### src/rtl/gin_pkg.sv
// Shared types and sizes for the GIN config/data sequencer.
// Holds the FSM state enum, chain lengths and the GIN packet bundle.
package gin_pkg;

    localparam int XBUS_NUMS = 12;
    localparam int PE_NUMS   = 14;
    localparam int ID_LEN    = 5;
    localparam int ROW_LEN   = 4;
    localparam int VALUE_LEN = 32;

    localparam int ROW_CHAIN_LEN = XBUS_NUMS;
    localparam int ID_CHAIN_LEN  = XBUS_NUMS * PE_NUMS;
    localparam int CNT_W         = $clog2(ID_CHAIN_LEN + 1);

    typedef enum logic [1:0] {
        IDLE,
        LOAD_ROW,
        LOAD_ID,
        RUN
    } gin_state_e;

    typedef struct packed {
        logic [ROW_LEN-1:0]   row;
        logic [ID_LEN-1:0]    col;
        logic [VALUE_LEN-1:0] value;
    } gin_pkt_t;

endpackage

### src/rtl/gin_cfg_sched_if.sv
// Host config/data handshakes plus the GIN enable/ready port.
// master = host/controller side, slave = the sequencer.
interface gin_cfg_sched_if
    import gin_pkg::*;
();

    logic                 cfg_valid;
    logic                 cfg_ready;
    logic [ID_LEN-1:0]    cfg_data;

    logic                 dat_valid;
    logic                 dat_ready;
    logic [ROW_LEN-1:0]   dat_row;
    logic [ID_LEN-1:0]    dat_col;
    logic [VALUE_LEN-1:0] dat_value;

    logic                 gin_enable;
    logic                 gin_ready;
    logic [ROW_LEN-1:0]   gin_row_tag;
    logic [ID_LEN-1:0]    gin_col_tag;
    logic [VALUE_LEN-1:0] gin_value;

    modport master (
        output cfg_valid, cfg_data,
        output dat_valid, dat_row, dat_col, dat_value,
        output gin_ready,
        input  cfg_ready, dat_ready,
        input  gin_enable, gin_row_tag, gin_col_tag, gin_value
    );

    modport slave (
        input  cfg_valid, cfg_data,
        input  dat_valid, dat_row, dat_col, dat_value,
        input  gin_ready,
        output cfg_ready, dat_ready,
        output gin_enable, gin_row_tag, gin_col_tag, gin_value
    );

endinterface

### src/rtl/gin_out_reg.sv
// One-entry valid/ready register holding the packet offered to the GIN.
// Fields only change on accept, so they stay put while the GIN stalls.
module gin_out_reg
    import gin_pkg::*;
(
    input  logic     clk,
    input  logic     rst,
    input  logic     in_valid,
    output logic     in_ready,
    input  gin_pkt_t in_pkt,
    output logic     out_valid,
    input  logic     out_ready,
    output gin_pkt_t out_pkt
);

    logic     valid_q, valid_d;
    gin_pkt_t pkt_q, pkt_d;

    assign in_ready  = !valid_q | out_ready;
    assign out_valid = valid_q;
    assign out_pkt   = pkt_q;

    // Load on accept, drop once the GIN takes the entry.
    always_comb begin
        valid_d = valid_q;
        pkt_d   = pkt_q;
        if (in_valid && in_ready) begin
            valid_d = 1'b1;
            pkt_d   = in_pkt;
        end else if (out_ready) begin
            valid_d = 1'b0;
        end
    end

    // Entry register.
    always_ff @(posedge clk or negedge rst) begin
        if (!rst) begin
            valid_q <= 1'b0;
            pkt_q   <= '0;
        end else begin
            valid_q <= valid_d;
            pkt_q   <= pkt_d;
        end
    end

endmodule

### src/rtl/gin_cfg_sched.sv
// Loads the GIN row-ID and PE-ID scan chains, then streams tagged packets.
// Optional GIN transfer counter port tx_count under GIN_TXCNT_EN.
module gin_cfg_sched
    import gin_pkg::*;
(
    input  logic               clk,
    input  logic               rst,
    input  logic               start,
    input  logic               finish,
    output logic               busy,
    gin_cfg_sched_if.slave     bus,
    output logic               set_row,
    output logic [ROW_LEN-1:0] row_scan_in,
`ifdef GIN_TXCNT_EN
    output logic [31:0]        tx_count,
`endif
    output logic               set_id,
    output logic [ID_LEN-1:0]  id_scan_in
);

    gin_state_e         state_q, state_d;
    logic [CNT_W-1:0]   cnt_q, cnt_d;
    logic               set_row_q, set_row_d;
    logic [ROW_LEN-1:0] row_scan_q, row_scan_d;
    logic               set_id_q, set_id_d;
    logic [ID_LEN-1:0]  id_scan_q, id_scan_d;
    logic               fin_q, fin_d;

    logic     cfg_ready;
    logic     cfg_fire;
    logic     fin_hit;
    logic     acc_en;
    logic     reg_in_ready;
    logic     reg_out_valid;
    gin_pkt_t in_pkt;
    gin_pkt_t out_pkt;

    assign cfg_ready = (state_q == LOAD_ROW) | (state_q == LOAD_ID);
    assign cfg_fire  = bus.cfg_valid & cfg_ready;
    assign fin_hit   = fin_q | finish;
    assign acc_en    = (state_q == RUN) & !fin_hit;

    assign in_pkt.row   = bus.dat_row;
    assign in_pkt.col   = bus.dat_col;
    assign in_pkt.value = bus.dat_value;

    gin_out_reg u_out_reg (
        .clk       (clk),
        .rst       (rst),
        .in_valid  (bus.dat_valid & acc_en),
        .in_ready  (reg_in_ready),
        .in_pkt    (in_pkt),
        .out_valid (reg_out_valid),
        .out_ready (bus.gin_ready),
        .out_pkt   (out_pkt)
    );

    assign busy            = state_q != IDLE;
    assign bus.cfg_ready   = cfg_ready;
    assign bus.dat_ready   = acc_en & reg_in_ready;
    assign bus.gin_enable  = reg_out_valid;
    assign bus.gin_row_tag = out_pkt.row;
    assign bus.gin_col_tag = out_pkt.col;
    assign bus.gin_value   = out_pkt.value;
    assign set_row         = set_row_q;
    assign row_scan_in     = row_scan_q;
    assign set_id          = set_id_q;
    assign id_scan_in      = id_scan_q;

    // Next state, shift counter and registered chain strobes.
    always_comb begin
        state_d    = state_q;
        cnt_d      = cnt_q;
        set_row_d  = 1'b0;
        row_scan_d = row_scan_q;
        set_id_d   = 1'b0;
        id_scan_d  = id_scan_q;
        fin_d      = fin_q;
        unique case (state_q)
            IDLE: begin
                if (start) begin
                    state_d = LOAD_ROW;
                    cnt_d   = '0;
                end
            end
            LOAD_ROW: begin
                if (cfg_fire) begin
                    set_row_d  = 1'b1;
                    row_scan_d = bus.cfg_data[ROW_LEN-1:0];
                    if (cnt_q == CNT_W'(ROW_CHAIN_LEN - 1)) begin
                        cnt_d   = '0;
                        state_d = LOAD_ID;
                    end else begin
                        cnt_d = cnt_q + CNT_W'(1);
                    end
                end
            end
            LOAD_ID: begin
                if (cfg_fire) begin
                    set_id_d  = 1'b1;
                    id_scan_d = bus.cfg_data;
                    if (cnt_q == CNT_W'(ID_CHAIN_LEN - 1)) begin
                        cnt_d   = '0;
                        fin_d   = 1'b0;
                        state_d = RUN;
                    end else begin
                        cnt_d = cnt_q + CNT_W'(1);
                    end
                end
            end
            RUN: begin
                if (finish) begin
                    fin_d = 1'b1;
                end
                if (fin_hit && !reg_out_valid) begin
                    fin_d   = 1'b0;
                    state_d = IDLE;
                end
            end
            default: state_d = IDLE;
        endcase
    end

    // FSM state, counter and chain output registers.
    always_ff @(posedge clk or negedge rst) begin
        if (!rst) begin
            state_q    <= IDLE;
            cnt_q      <= '0;
            set_row_q  <= 1'b0;
            row_scan_q <= '0;
            set_id_q   <= 1'b0;
            id_scan_q  <= '0;
            fin_q      <= 1'b0;
        end else begin
            state_q    <= state_d;
            cnt_q      <= cnt_d;
            set_row_q  <= set_row_d;
            row_scan_q <= row_scan_d;
            set_id_q   <= set_id_d;
            id_scan_q  <= id_scan_d;
            fin_q      <= fin_d;
        end
    end

`ifdef GIN_TXCNT_EN
    logic [31:0] tx_q, tx_d;

    assign tx_count = tx_q;

    // Count GIN transfers; a honoured start clears the count.
    always_comb begin
        tx_d = tx_q;
        if (state_q == IDLE && start) begin
            tx_d = '0;
        end else if (reg_out_valid && bus.gin_ready) begin
            tx_d = tx_q + 32'd1;
        end
    end

    // Transfer counter register.
    always_ff @(posedge clk or negedge rst) begin
        if (!rst) begin
            tx_q <= '0;
        end else begin
            tx_q <= tx_d;
        end
    end
`endif

endmodule

### src/flat_wrapper.sv
// flat-port wrapper written by rule: the top's interface ports become plain ports
module gin_cfg_sched_flat import gin_pkg::*;
  (clk, rst, start, finish, busy, set_row, row_scan_in, set_id, id_scan_in, bus_cfg_valid, bus_cfg_data, bus_dat_valid, bus_dat_row, bus_dat_col, bus_dat_value, bus_gin_ready, bus_cfg_ready, bus_dat_ready, bus_gin_enable, bus_gin_row_tag, bus_gin_col_tag, bus_gin_value);
  gin_cfg_sched_if bus_i ();
  input  logic clk;
  input  logic rst;
  input  logic start;
  input  logic finish;
  output logic busy;
  output logic set_row;
  output logic [ROW_LEN-1:0] row_scan_in;
  output logic set_id;
  output logic [ID_LEN-1:0] id_scan_in;
  input wire logic [$bits(bus_i.cfg_valid)-1:0] bus_cfg_valid;
  input wire logic [$bits(bus_i.cfg_data)-1:0] bus_cfg_data;
  input wire logic [$bits(bus_i.dat_valid)-1:0] bus_dat_valid;
  input wire logic [$bits(bus_i.dat_row)-1:0] bus_dat_row;
  input wire logic [$bits(bus_i.dat_col)-1:0] bus_dat_col;
  input wire logic [$bits(bus_i.dat_value)-1:0] bus_dat_value;
  input wire logic [$bits(bus_i.gin_ready)-1:0] bus_gin_ready;
  output wire logic [$bits(bus_i.cfg_ready)-1:0] bus_cfg_ready;
  output wire logic [$bits(bus_i.dat_ready)-1:0] bus_dat_ready;
  output wire logic [$bits(bus_i.gin_enable)-1:0] bus_gin_enable;
  output wire logic [$bits(bus_i.gin_row_tag)-1:0] bus_gin_row_tag;
  output wire logic [$bits(bus_i.gin_col_tag)-1:0] bus_gin_col_tag;
  output wire logic [$bits(bus_i.gin_value)-1:0] bus_gin_value;
  assign bus_i.cfg_valid = bus_cfg_valid;
  assign bus_i.cfg_data = bus_cfg_data;
  assign bus_i.dat_valid = bus_dat_valid;
  assign bus_i.dat_row = bus_dat_row;
  assign bus_i.dat_col = bus_dat_col;
  assign bus_i.dat_value = bus_dat_value;
  assign bus_i.gin_ready = bus_gin_ready;
  assign bus_cfg_ready = bus_i.cfg_ready;
  assign bus_dat_ready = bus_i.dat_ready;
  assign bus_gin_enable = bus_i.gin_enable;
  assign bus_gin_row_tag = bus_i.gin_row_tag;
  assign bus_gin_col_tag = bus_i.gin_col_tag;
  assign bus_gin_value = bus_i.gin_value;
  gin_cfg_sched u_core (.clk(clk), .rst(rst), .start(start), .finish(finish), .busy(busy), .bus(bus_i), .set_row(set_row), .row_scan_in(row_scan_in), .set_id(set_id), .id_scan_in(id_scan_in));
endmodule
### config.mk
export PLATFORM = sky130hd
export DESIGN_NAME = gin_cfg_sched_flat
export DESIGN_NICKNAME = d
export VERILOG_FILES = /design/src/rtl/gin_pkg.sv /design/src/rtl/gin_cfg_sched_if.sv /design/src/rtl/gin_out_reg.sv /design/src/rtl/gin_cfg_sched.sv /design/src/flat_wrapper.sv
export SDC_FILE = /design/constraint.sdc
export NUM_CORES = 1
export LEC_CHECK = 0
export BUFFER_PORTS_ARGS = -buffer_cell sky130_fd_sc_hd__buf_2
export CAP_MARGIN = 20
export CORE_MARGIN = 3
export CORE_UTILIZATION = 41
export DETAILED_ROUTE_END_ITERATION = 8
export PLACE_DENSITY = 0.7
export SETUP_SLACK_MARGIN = 0.15
export SLEW_MARGIN = 20
export SYNTH_ARGS = -nofsm -noshare
export SYNTH_HDL_FRONTEND = slang
export SYNTH_SLANG_ARGS = --single-unit
### constraint.sdc
create_clock -name clk -period 2.8 [get_ports clk]
set_clock_uncertainty 0.05 [all_clocks]
set_input_delay 0.14 -clock clk [delete_from_list [all_inputs] [get_ports clk]]
set_output_delay 0.14 -clock clk [all_outputs]
set_load 0.02 [all_outputs]
After elaboration in Yosys (flattened, before gate mapping)
Cells that the tools add are included.
{"block": "classes", "add_sub_neg": 1, "eq_ne": 12, "n_mux": 23, "bitwise_logic": 7, "n_reduce_logical": 14}
{"operator": "two-way mux 8 bit", "n": 5}
{"operator": "one-hot mux 8 bit (3 select lines)", "n": 1}
{"operator": "two-way mux 2 bit", "n": 6}
{"operator": "two-way mux 1 bit", "n": 9}
{"operator": "adder 8 x 1 -> 8 bit, second input constant", "n": 1}
{"operator": "== test 8 x 4 -> 1 bit, second input constant", "n": 1}
{"operator": "== test 8 bit, second input constant", "n": 1}
{"operator": "inequality test 2 bit, second input constant", "n": 4}
{"operator": "one-hot mux 2 bit (4 select lines)", "n": 1}
{"operator": "AND reduction 4 bit", "n": 2}
{"operator": "AND reduction 6 bit", "n": 1}
{"operator": "nonzero test 2 bit", "n": 3}
{"operator": "AND 1 bit", "n": 4}
{"operator": "== test 2 bit, second input constant", "n": 2}
{"operator": "inequality test 2 x 1 -> 1 bit, second input constant", "n": 2}
{"operator": "AND reduction 2 bit", "n": 2}
{"operator": "inequality test 3 bit, second input constant", "n": 1}
{"operator": "bitwise OR 1 bit", "n": 3}
{"operator": "nonzero test 3 bit", "n": 1}
{"operator": "== test 2 x 1 -> 1 bit, second input constant", "n": 1}
{"operator": "logical AND 1 bit", "n": 2}
{"operator": "logical NOT 1 bit", "n": 2}
{"operator": "logical NOT 2 bit", "n": 1}
{"operator": "one-hot mux 1 bit (2 select lines)", "n": 1}
{"block": "word_totals", "regBits": 64, "elab_cells": 68}

Logic depth before layout (Yosys ltp)
Gate-level depths: netlist of run 1.
{"block": "depth", "word_depth": 6, "depth_mapped": 8, "ltp_nobuf": 7}

Modules after synthesis
A second synthesis of run 1 with hierarchy kept.
{"block": "unflattened", "cells_unflattened": 210, "area_unflattened_um2": 3006.6}
{"mod": "gin_out_reg", "instances": 1, "cells_each": 90, "area_each_um2": 1739.2}
{"mod": "gin_cfg_sched", "instances": 1, "cells_each": 120, "area_each_um2": 1267.5}

Worst setup path before layout of run 1
No wires, ideal clock.
{"block": "synth_timing", "kind": "reg-to-reg", "startpoint": "register u_core.state_q[0]", "endpoint": "register u_core.cnt_q[0]", "t_arrival_ps": 1860, "setup_slack_ps": 765, "path_stages_with_launch": 9, "path_buffers": 1, "synth_period_minus_slack_ps": 2035, "cell_sequence": "dfrtp_1 > inv_1 > ha_1 > clkbuf_2 > nand3_1 > o21ai_0 > nand2_1 > nor2_2 > mux2_2"}
{"block": "synth_between", "elab_chain_cells": 5, "word_cells_on_any_way": 11, "cone_classes": "5 x eq/ne; 1 x mux; 2 x bitwise; 3 x reduce/logical"}
{"element": "from (decl)", "line": "gin_cfg_sched.sv:21", "text": "gin_state_e state_q, state_d;"}
{"element": "from (signal assigned)", "line": "gin_cfg_sched.sv:135", "text": "state_q <= state_d;"}
{"element": "== test 2 x 1 -> 1 bit / == test 2 bit (equally long branches)", "line": "gin_cfg_sched.sv:38", "text": "assign cfg_ready = (state_q == LOAD_ROW) | (state_q == LOAD_ID);"}
{"element": "bitwise OR 1 bit *", "line": "gin_cfg_sched.sv:38"}
{"element": "net bus_cfg_ready", "line": "flat_wrapper.sv:21", "text": "output wire logic [$bits(bus_i.cfg_ready)-1:0] bus_cfg_ready;"}
{"element": "AND 1 bit *", "line": "gin_cfg_sched.sv:39", "text": "assign cfg_fire = bus.cfg_valid & cfg_ready;"}
{"element": "inequality test 2 x 1 -> 1 bit (no line)"}
{"element": "AND reduction 4 bit (no line) *"}
{"element": "to (signal assigned)", "line": "gin_cfg_sched.sv:136", "text": "cnt_q <= cnt_d;"}
{"element": "to (decl)", "line": "gin_cfg_sched.sv:22", "text": "logic [CNT_W-1:0] cnt_q, cnt_d;"}
The timed path passes the listed nets; every way through them passes the cells marked *.
A chain may end at the register's enable or synchronous reset.

Worst setup path after layout of run 1
{"block": "layout_timing", "startpoint": "register u_core.state_q[0]", "endpoint": "register u_core.cnt_q[3]"}
{"block": "layout_between", "elab_chain_cells": 5, "word_cells_on_any_way": 11, "cone_classes": "5 x eq/ne; 1 x mux; 2 x bitwise; 3 x reduce/logical"}
{"element": "== test 2 x 1 -> 1 bit / == test 2 bit (equally long branches)", "line": "gin_cfg_sched.sv:38, gin_cfg_sched.sv:79"}
{"element": "bitwise OR 1 bit", "line": "gin_cfg_sched.sv:38"}
{"element": "AND 1 bit", "line": "gin_cfg_sched.sv:39"}
{"element": "inequality test 2 x 1 -> 1 bit (no line)"}
{"element": "AND reduction 4 bit (no line)"}
Several ways; a longest one is shown, not always the timed one.

==> results of run 1 <==
==> registers in the layout, summed over array words and instances, names as in the netlist <==
signal,cells
u_core.set_id,1
u_core.u_out_reg.out_pkt,41
u_core.u_out_reg.out_valid,1
u_core.state_q,2
u_core.id_scan_in,5
u_core.set_row,1
u_core.fin_q,1
u_core.row_scan_in,4
u_core.cnt_q,8
==> worst max-delay path: cells and delay by family, from the launching register on <==
family | cells | cell delay, ps
flip-flops | 1 | 400
adder cells (fa/ha/maj) | 1 | 470
AO/OA/AOI/OAI | 2 | 360
AND/OR/NAND/NOR | 3 | 760
buffers and inverters | 1 | 80
==> final timing paths <==
| check | from | end | slack [ps] | cells past startpoint |
|---|---|---|---|---|
| setup / recovery | u_core.state_q[0]$_DFFE_PN0P_ | u_core.cnt_q[3]$_DFFE_PN0P_ | 620 | 7 |
| hold reg to reg | u_core.cnt_q[1]$_DFFE_PN0P_ | u_core.cnt_q[1]$_DFFE_PN0P_ | 450 | 2 |
| setup reg to reg | u_core.state_q[0]$_DFFE_PN0P_ | u_core.cnt_q[3]$_DFFE_PN0P_ | 620 | 7 |
| max in group asynchronous | rst | u_core.u_out_reg.out_pkt[15]$_DFFE_PN0P_ | 1590 | 3 |
| min in group asynchronous | rst | u_core.id_scan_in[0]$_DFFE_PN0P_ | 370 | 2 |
| hold / removal | bus_gin_ready | u_core.u_out_reg.out_valid$_DFFE_PN0P_ | 20 | 3 |
==> layer usage <==
| metal | vias up | wire length [um] | part of all wire, % | track usage [%] |
|---|---|---|---|---|
| met5 | - | 0 | 0 | 0 |
| met4 | 0 | 98 | 1.5 | 7.11 |
| met3 | 10 | 339 | 5.3 | 5.11 |
| met2 | 59 | 3270 | 51 | 29.8 |
| met1 | 1026 | 2690 | 42 | 21.5 |
| li1 | 1028 | - | - | - |
==> synthesized netlist by cell type, types with 2 or more instances <==
master   number  area share, %
a21o_1        3           0.83
a21oi_1       5           0.93
a22o_1        4            1.3
and3_1        2           0.46
buf_1         4           0.56
dfrtp_1      64             59
ha_1          5            2.3
inv_1         7           0.97
mux2_2       52             22
nand2_1      11            1.5
nand3_1       6            1.1
nor2_1        7           0.97
nor2b_1       3           0.69
nor4b_1       2           0.65
o21ai_0       6            1.1
==> kinds of logic (layout without fill, tap and decap cells) <==
group / count (synthesis) / count (layout)
AOI/OAI and AO/OA: 25 / 25
adders and majority gates: 5 / 5
buffers and inverters: 13 / 181
DFF: 64 / 64
muxes: 52 / 52
and+or+nand+nor: 38 / 38
==> layout make-up <==
class / instances / area (um^2)
Fill cell: 462 / 2110
Sequential cell: 64 / 1600
Timing Repair Buffer: 158 / 1050
Multi-Input combinational cell: 120 / 1040
Clock buffer: 11 / 141
Tap cell: 75 / 93.8
Clock inverter: 5 / 63.8
Inverter: 7 / 26.3
==> timing repair <==
item | in CTS | in global routing
hold buffers | 46 | 1
endpoints found under the hold margin | 78 | 1
setup buffers | 0 | 0
==> where the power goes <==
group / switching (mW) / leakage [nW] / internal, mW
sequential: 0.190 / 0.792 / 1.33
clock: 0.365 / 0.100 / 0.442
combinational: 1.15 / 1.12 / 0.867
==> impl_metrics.csv, run 1 <==
group,metric,value,unit
drt,vias,2123,
floorplan,dieWidth,87.2,um
placement,dp_slack,629,ps
setup_path,critical_path.max_stage_delay,470,ps
synthesis,synth_top_family_by_area,"multiplexers",
timing,hold_viol,0,
setup_path,path_class,"flop to flop",
pwr,p_total,4.34,mW
clock_tree,clk_latency,340,ps
synthesis,ys_ff_latch,64,
placement,dp_hpwl,4230,um
finish,drive_gt1_share,50.7,%
clock_tree,cts_tree,"built",
synthesis,synth_area,0.00270,mm^2
floorplan,dieArea,0.00760,mm^2
grt,antenna_found_initial,0,
floorplan,start_util,44.1,%
clock_tree,cts.clk_slew.worst_paths,70,ps
timing,layout_setup_ws,618,ps
drt,drc_errors,0,
grt,overflow,0,
setup_path,cp.arrival,2400,ps
grt,grt_pass1_vias,2189,
grt,grt_pass1_wl,10400,um
clock_tree,cts-resized-gates,0,
setup_path,critPathSlowestCell,"ha_1",
floorplan,num_rows,28,
drt,wl_per_cell,14.5,um
drt,drtIter0Drc,109,
timing,finalSetupViolCount,0,
synthesis,ys_async_sr_fraction,100,%
floorplan,coreArea,0.00613,mm^2
synthesis,synth_ff_type,"dfrtp_1",
pwr,ir_worst_vdd,0.610,mV
synthesis,synth-compound-area-share,7.27,%
floorplan,ios,109,
drt,via_per_inst,4.83,
clock_tree,htree_levels,3,
floorplan,die_h,87.2,um
timing,fin_crit,2180,ps
setup_path,cp-start-kind,"flop",
synthesis,synth_fp_nets,255,
finish,layout_common_cells,"buf_2, dfrtp_1, mux2_2",
timing,rsz0062_at_grt,"false",
synthesis,synth_edf_count,0,
setup_path,crit_chain,"inv_1, ha_1, nand3_1, o21ai_0, nand2_1, nor2_2, a22o_1",
finish,antenna_cells,0,
setup_path,cp_max_fo,9,
synthesis,ys_seq_area_share,59.3,%
synthesis,yosysWarnings,0,
synthesis,synth_area_per_cell,13.7,um^2
synthesis,synth_xor_area_share,0,%
drt,routed_wirelength,6390,um
timing,slew_violations,0,
pwr,p_per_area,1080,mW/mm^2
timing,tightestPinTransition,743,ps
setup_path,crit_required,3020,ps
clock_tree,cts.sinks,64,
finish,fin_area,0.00402,mm^2
clock_tree,cts-root-buf,"clkbuf_8",
setup_path,crit_path_end_kind,"flop",
finish,syn_to_final_growth,48.7,%
clock_tree,clockBufferDepth,2,
drt,ant_nets,0,
finish,instances_no_fill,440,
clock_tree,cts_buffers,9,
synthesis,yosys.area_share.simple,7.32,%
finish,fin_nets,418,
timing,tns,0,ps
synthesis,yosysUniqueCellTypes,31,
run_status,status,"completed",
synthesis,synthMuxAreaShare,21.7,%
placement,placed_cells,377,
timing,slew_headroom,50.5,%
timing,fmax,458,MHz
timing,min_period_over_period,77.9,%
pwr,p_leak,2.02,nW
min_path,hp-class,"input pin to flop",
synthesis,yosys.area_share.adder,2.32,%
drt,drt_pass1_iterations,4,
finish,layout_commonest_cell,"buf_2",
placement,gp_congestion,0.868,
job,drv_cap,0,
grt,grt_max_degree,34,
finish,post-route-util,65.5,%
synthesis,synthCells,197,
placement,place.port_buffers,108,
placement,placed_area,0.00334,mm^2
timing,holdWs,21.8,ps
grt,grt_usage,17.8,%
No activity file was read; power rests on OpenSTA's default activity.
==> inputs of run 2 (changes only) <==
Settings changed: PLACE_DENSITY 0.7 to 0.72.
Clock period 2.8 ns to 2 ns, I/O delays scaled along.
==> run 2 against run 1 <==
  * The flow now finishes with violations (setup timing)
  * Critical path type unchanged
  * Register-to-register slack got worse by 630 ps
  * Combinational power rose by 53%
  * Fmax rose by 8.6%
  * Non-clock buffer count rose by 9
  * Hold slack improved by 120 ps
  * Worst setup slack got worse by 630 ps
  * Sequential power rose by 41%
  * Via count rose by 2.2%
  * Routed wire length rose by 4.6%
  * First-iteration DRC count fell by 55%
  * Core utilization rose by 2.6 points
==> impl_metrics.csv, run 2 (synthesized netlist as in run 1, its figures left out) <==
group,metric,value,unit
finish,syn_to_final_growth,54.7,%
floorplan,dieWidth,87.2,um
timing,slew_violations,0,
setup_path,crit_required,2170,ps
run_status,status,"finished with violations",
timing,rsz0062_at_grt,"true",
pwr,p_total,6.43,mW
clock_tree,clk_latency,340,ps
setup_path,cpLargestDelayFamily,"compound AO/OA/AOI/OAI gates",
grt,grt_usage,18.1,%
floorplan,dieArea,0.00760,mm^2
floorplan,ios,109,
timing,hold_viol,0,
setup_path,crit_path_end_kind,"flop",
floorplan,coreArea,0.00613,mm^2
floorplan,num_rows,28,
drt,drtIter0Drc,49,
drt,routed_wirelength,6690,um
drt,highest_layer,"met4",
clock_tree,cts_buffers,9,
placement,gp_congestion,0.850,
floorplan,start_util,44.1,%
drt,via_per_inst,4.83,
setup_path,cp.arrival,2180,ps
pwr,p_per_area,1540,mW/mm^2
timing,finalSetupViolCount,2,
clock_tree,cts_tree,"built",
timing,fmax,498,MHz
clock_tree,htree_levels,3,
drt,dr_wl_met3,511,um
timing,fin_crit,2010,ps
job,drv_cap,0,
finish,fill_cells,449,
drt,wl_met2,3460,um
clock_tree,cts.sinks,64,
grt,grt_max_degree,43,
setup_path,crit_chain,"or4_4, o311a_4, a31o_4, a21o_1, a22o_1",
drt,wl_met1,2620,um
clock_tree,clockBufferDepth,2,
grt,overflow,0,
placement,place.port_buffers,108,
setup_path,worstReg2RegStart,"u_core.cnt_q[5]$_DFFE_PN0P_",
finish,antenna_cells,0,
min_path,hp-class,"input pin to flop",
finish,drive_gt1_share,53.7,%
min_path,hp-start,"bus_cfg_valid",
setup_path,cp-start-kind,"flop",
setup_path,cp_max_fo,4,
drt,ant_nets,0,
finish,instances_no_fill,449,
grt,antenna_found_initial,0,
placement,dp_hpwl,4310,um
setup_path,startpoint,"u_core.cnt_q[5]$_DFFE_PN0P_",
pwr,p_leak,2.08,nW
timing,tightestPinTransition,644,ps
run_status,violations,"setup timing",
setup_path,critPathSlowestCell,"or4_4",
timing,slew_headroom,57.0,%
finish,largest_reg_flops,41,
finish,seqCellArea,0.00160,mm^2
grt,grt_pass1_vias,2235,
setup_path,critical_path.max_stage_delay,550,ps
clock_tree,cts.clk_slew.worst_paths,60,ps
placement,placed_cells,383,
drt,drc_errors,0,
finish,layout_commonest_cell,"buf_2",
drt,drt_pass1_iterations,4,
drt,wl_per_cell,14.9,um
clock_tree,cts-root-buf,"clkbuf_8",
setup_path,path_class,"flop to flop",
setup_path,crit_buf_inv,0,
grt,grt_pass1_wl,10500,um
timing,min_period_over_period,100,%
floorplan,die_h,87.2,um
finish,fin_nets,427,
finish,layout_common_cells,"buf_2, dfrtp_1, mux2_2",
drt,vias,2170,
timing,tns,-11.7,ps
pwr,ir_worst_vdd,0.963,mV
finish,multiInputGateArea,0.00111,mm^2
timing,layout_setup_ws,-9.35,ps
placement,dp_slack,-3.40,ps
[run 2: cell count changes in the layout (fill, tap and decap cells not counted), moves of 3 or more]
cell / change
buf_4: +5
ha_1: -3
o21ai_0: -3
o21ai_1: +3
[run 2: metrics by stage]
| step | area [um^2] | hold slack, ps | util (%) |
|---|---|---|---|
| global placement | 3430 | 108 | 55.9 |
| global route | 4180 | 161 | 68.2 |
| floorplan | 2740 | -246 | - |
| finish | 4180 | 146 | 68.2 |
| CTS | 4150 | 123 | 67.7 |
| detailed placement | 3430 | 113 | 55.9 |
[run 2: worst paths after layout]
check,to,slack (ps),cells past startpoint
max,u_core.cnt_q[6]$_DFFE_PN0P_,-9,5
min,u_core.set_row$_DFF_PN0_,150,4
max reg2reg,u_core.cnt_q[6]$_DFFE_PN0P_,-9,5
min reg2reg,u_core.u_out_reg.out_pkt[34]$_DFFE_PN0P_,450,1
max in group asynchronous,u_core.cnt_q[0]$_DFFE_PN0P_,1020,3
min in group asynchronous,u_core.state_q[0]$_DFFE_PN0P_,290,2
[run 2: power by group]
| group | switching [mW] | internal [mW] |
|---|---|---|
| clock network | 0.463 | 0.736 |
| logic | 1.72 | 1.36 |
| registers | 0.279 | 1.87 |
[run 2: area by class of cell]
type / instances / area share [%]
Multi-Input combinational cell: 120 / 26.5
Inverter: 7 / 0.629
Clock inverter: 3 / 1.56
Sequential cell: 64 / 38.3
Timing Repair Buffer: 167 / 27.2
Tap cell: 75 / 2.25
Clock buffer: 13 / 3.56
[run 2: repair_timing]
item	4_1_cts	5_1_grt
hold endpoints to repair	77	0
pin swaps	1	5
setup endpoints to repair	8	9
buffers inserted	1	0
hold buffers	49	0
resized for setup	2	11
[run 2: worst reg2reg max path: cells and delay by family (launching register included)]
| family | cells | cell delay [ps] |
|---|---|---|
| and+or+nand+nor | 1 | 550 |
| DFF | 1 | 370 |
| AOI/OAI and AO/OA | 4 | 930 |
[run 2: routing by layer]
layer | vias up | GRT usage, %
met5 | - | 0
met4 | 0 | 5.86
met3 | 12 | 5.68
met2 | 80 | 31.7
met1 | 1034 | 21.0
li1 | 1044 | -
